===== src/rtl/sumu_3.sv =====
// sumu_3: 3-bit unsigned arithmetic leaf (add, subtract, multiply, multiply-add).
// The result and the negative flag are registered, giving one cycle of latency.
module sumu_3 #(
    localparam int unsigned OP_W  = 3,
    localparam int unsigned SEL_W = 2,
    localparam int unsigned RES_W = 7
) (
    input  logic             clk,
    input  logic             rst,
    input  logic [OP_W-1:0]  a,
    input  logic [OP_W-1:0]  b,
    input  logic [SEL_W-1:0] sl,
    output logic [RES_W-1:0] c,
    output logic             neg
);

    typedef enum logic [SEL_W-1:0] {
        OP_ADD = 2'b00,
        OP_SUB = 2'b01,
        OP_MUL = 2'b10,
        OP_MAD = 2'b11
    } op_e;

    op_e              op;
    logic [RES_W-1:0] a_ext;
    logic [RES_W-1:0] b_ext;
    logic [RES_W-1:0] prod;
    logic [RES_W-1:0] c_d;
    logic [RES_W-1:0] c_q;
    logic             neg_d;
    logic             neg_q;

    assign op    = op_e'(sl);
    assign a_ext = RES_W'(a);
    assign b_ext = RES_W'(b);

    // Shift-add multiplier; 7x7 -> 7 bits is exact because 7*7 = 49 fits.
    always_comb begin
        prod = '0;
        for (int i = 0; i < int'(OP_W); i++) begin
            if (b[i]) begin
                prod = prod + (a_ext << i);
            end
        end
    end

    always_comb begin
        c_d   = '0;
        neg_d = 1'b0;
        unique case (op)
            OP_ADD: c_d = a_ext + b_ext;
            OP_SUB: begin
                c_d   = a_ext - b_ext;
                neg_d = (a < b);
            end
            OP_MUL: c_d = prod;
            OP_MAD: c_d = prod + a_ext + b_ext;
            default: c_d = '0;
        endcase
    end

    always_ff @(posedge clk) begin
        if (rst) begin
            c_q   <= '0;
            neg_q <= 1'b0;
        end else begin
            c_q   <= c_d;
            neg_q <= neg_d;
        end
    end

    assign c   = c_q;
    assign neg = neg_q;

endmodule


===== config.mk =====
export PLATFORM = sky130hd
export DESIGN_NAME = sumu_3
export DESIGN_NICKNAME = d
export VERILOG_FILES = /design/src/rtl/sumu_3.sv
export SDC_FILE = /design/constraint.sdc
export NUM_CORES = 1
export LEC_CHECK = 0
export BUFFER_PORTS_ARGS = -buffer_cell sky130_fd_sc_hd__buf_2
export CORE_UTILIZATION = 48
export CTS_BUF_LIST = sky130_fd_sc_hd__clkbuf_4
export DETAILED_ROUTE_END_ITERATION = 10
export PLACE_DENSITY_LB_ADDON = 0.1
export REMOVE_ABC_BUFFERS = 1
export SKIP_LAST_GASP = 1
export SYNTH_ARGS = -nofsm -noshare
export SYNTH_HDL_FRONTEND = slang
export SYNTH_SLANG_ARGS = --single-unit

===== constraint.sdc =====
create_clock -name clk -period 8.8 [get_ports clk]
set_input_delay 0 -clock clk [delete_from_list [all_inputs] [get_ports clk]]
set_output_delay 0 -clock clk [all_outputs]
set_load 0.02 [all_outputs]

==> results by group <==
Floorplan
  – Core area: 2020 sq um
  – Top Ports: 18
  – Chip height: 49.0 microns
  – Area of the die: 2400 sq um
  – Die Wd: 49.0 microns
  – Initial Util: 0.524
  – Core Rows: 16

GRT
  – Met2 GRT Util: 0.382
  – First-pass GRT wire length: 3.75 mm
  – Antenna violations before repair: 0
  – Gr ovfl total: 0
  – Vias in the first global route: 856
  – Met3 global-route usage: 0.00935
  – Met1 usage: 0.239
  – GRT Util Overall: 0.202
  – Largest net degree at the start of global routing: 16
  – GR peak layer: met2

Status
  – Status: completed

Timing
  – Max Fclk: 287 MHz
  – Final hold viol count: 0
  – Unrepaired setup endpoints after global routing: false
  – Setup ws final: 5.32 ns
  – Slew @ Worst Pin: 0.389 ns
  – Post-route setup TNS: 0 ns
  – Period Utilization, post-route: 0.396
  – Final max-slew violation count: 0
  – Min Tclk post-route: between 3 and 4 ns
  – Final count of negative-setup-slack endpoints: 0
  – Slew Limit Headroom: 0.738

Logic synthesis
  – Top-area cell type share of the netlist area: 0.189
  – Top_reg_cell synth: dfxtp_1
  – Post-synthesis cell count: ~120
  – Mean area per synthesized cell: 8.55 sq um
  – EDFF count, synth: 0
  – Cell taking the most area after synthesis: ha_1
  – Area contributors post-synth: ha_1 (19%), dfxtp_1 (15%), fa_1 (15%)
  – Distinct cells, synth: 34
  – Syn. warnings: 0
  – Post-Syn Area: 1060 sq um
  – Asr flop ratio synth: 0
  – Sequential share of the synthesized area: 0.151
  – Seq cells post-synth: 8

Setup path
  – Critical path's most frequent cell: fa_1
  – Crit. End Element: register
  – Worst setup SP type: input port
  – Max incr delay on CP: 0.49 ns
  – Worst path cell trace: buf_2, inv_1, nor2_1, ha_1, inv_1, fa_1, nor2b_1, or2_2, ha_1, nand2b_1, o31ai_4, fa_1, fa_1, nor2b_1, nor3_1, o21ai_0, nand3_1
  – Crit-path slowest cell: fa_1
  – CP Class: input port to register
  – CP max FO: 7
  – Data arrival time of the critical path: 3.61 ns
  – Crit path required time: 8.93 ns

Final layout
  – Reg area: about 160 sq um
  – Diodes inserted: 0
  – Area Growth Syn to Fin: 11.3%
  – Final design utilization: 0.584
  – Area taken by multi-input logic gates: 807 sq um
  – Fillers: 207
  – Final nets: 176
  – Share of cells above drive strength 1: 0.171

Clocking
  – Htree depth: 1
  – Hold buffers post-CTS: 0
  – Worst-path clk slew: 0.05 ns
  – Clock Tree Root: clkbuf_4
  – CTS buffer count: 3
  – Postcts setup bufs: 0
  – CTS tree: built
  – CTS max path bufs: 2
  – Num Clock Sinks: 8
  – Post-CTS sizing: 0

Min path
  – HP Class: input port to register

Placed design
  – I/O Buffers: 17
  – Routability-driven placement congestion ratio: 0.793
  – Post-Place Setup Slack: 5.08 ns
  – Placed wire-length estimate: 1.84 mm

Drt
  – WL/cell: 12.9 microns
  – Initial DRT Pass Iterations: 4
  – Vias: 895
  – Via-per-instance ratio: 5.36
  – DRC viols: 0
  – Final antenna-violating net count: 0
  – Routed wire length: 2.16 mm
  – Number of DRC markers in iteration 0: 5

Pwr
  – Pwr Density: around 110 nW/um^2
  – VDD IR max: 0.0536 mV
  – Tot Pwr: about 130 uW
  – Leakage power: 0.586 nW

Flow run
  – Max cap viols: 0
routing by layer:
metal  part of all wire  vias up  wire [microns]
met5                  0        -               0
met4             0.0088        0              19
met3              0.029        4              62
met1               0.47      417            1020
met2               0.49       23            1060
li1                   -      451               -
cell type report:
type                            instances  area share
Inverter                               19      0.0604
Tap cell                               27      0.0286
Sequential cell                         8       0.136
Timing Repair Buffer                   17      0.0721
Clock buffer                            3      0.0191
Multi-Input combinational cell         93       0.684
cell families (layout without fill, tap and decap cells):
group,count (synthesis),after routing,share of synthesized area
compound gates,27,27,0.181
xor+xnor,5,5,0.0413
simple gates,34,34,0.171
mux,3,3,0.0283
fa+ha+maj,24,24,0.340
buf+inv,23,39,0.0874
flops,8,8,0.151
placed cells by master, fill, tap and decap left out:
cell type / Yosys / layout
xor2_1: 3 / 3
and3b_1: 2 / 2
nor2_1: 8 / 8
nand4_1: 1 / 1
mux2i_1: 3 / 3
nand3_1: 2 / 2
a21oi_1: 7 / 7
o21ai_0: 6 / 6
and4_1: 1 / 1
o2bb2ai_2: 1 / 1
nand3b_1: 2 / 2
nor3_1: 5 / 5
a21o_1: 1 / 1
inv_1: 19 / 19
ha_1: 16 / 16
or2_2: 1 / 1
nand2_1: 5 / 5
o311ai_0: 1 / 1
nand2b_1: 4 / 4
dfxtp_1: 8 / 8
o31ai_4: 1 / 1
nor2b_1: 3 / 3
clkbuf_4: 0 / 3
fa_1: 8 / 8
xnor2_1: 2 / 2
o2111ai_1: 1 / 1
o21a_1: 1 / 1
o21ai_1: 2 / 2
a211oi_1: 3 / 3
o221a_2: 1 / 1
buf_2: 2 / 17
a21boi_0: 1 / 1
a31oi_1: 1 / 1
cell usage after synthesis (2+ instances only):
library cell / instances
nand3_1: 2
xnor2_1: 2
nor3_1: 5
o21ai_1: 2
ha_1: 16
fa_1: 8
nand2b_1: 4
nor2b_1: 3
buf_2: 2
a21oi_1: 7
o21ai_0: 6
inv_1: 19
xor2_1: 3
mux2i_1: 3
and3b_1: 2
a211oi_1: 3
nand3b_1: 2
dfxtp_1: 8
nor2_1: 8
nand2_1: 5
state kept, by name (all words and copies together) (netlist names):
signal,count
c,7
neg,1
power breakdown:
part           leakage [nW]  switching, mW  internal, mW  total [mW]
clock network        0.0138         0.0105        0.0155      0.0260
registers            0.0661       0.000585        0.0397      0.0403
logic                 0.506         0.0393        0.0271      0.0664
total                 0.586         0.0504        0.0823       0.133
final timing paths:
| check | endpoint | start | slack, ns | cells past startpoint |
|---|---|---|---|---|
| max | c[5]$_SDFF_PP0_ | a[1] | 5.32 | 17 |
| min | c[6]$_SDFF_PP0_ | rst | 0.04 | 2 |
stage by stage:
stage               cells  hold WS, ns  cell area [sq um]
global route          167       0.0571               1180
global placement      164        0.283               1160
finish                167       0.0361               1180
floorplan             120       0.0691               1040
CTS                   167       0.0273               1180
detailed placement    164        0.286               1160
critical path, delay by kind of cell:
family	cells	cell delay, ns
AOI/OAI and AO/OA	2	0.25
and+or+nand+nor	7	1.07
buffers and inverters	3	0.41
adders and majority gates	5	1.87
(Power assumes the default switching activity.)
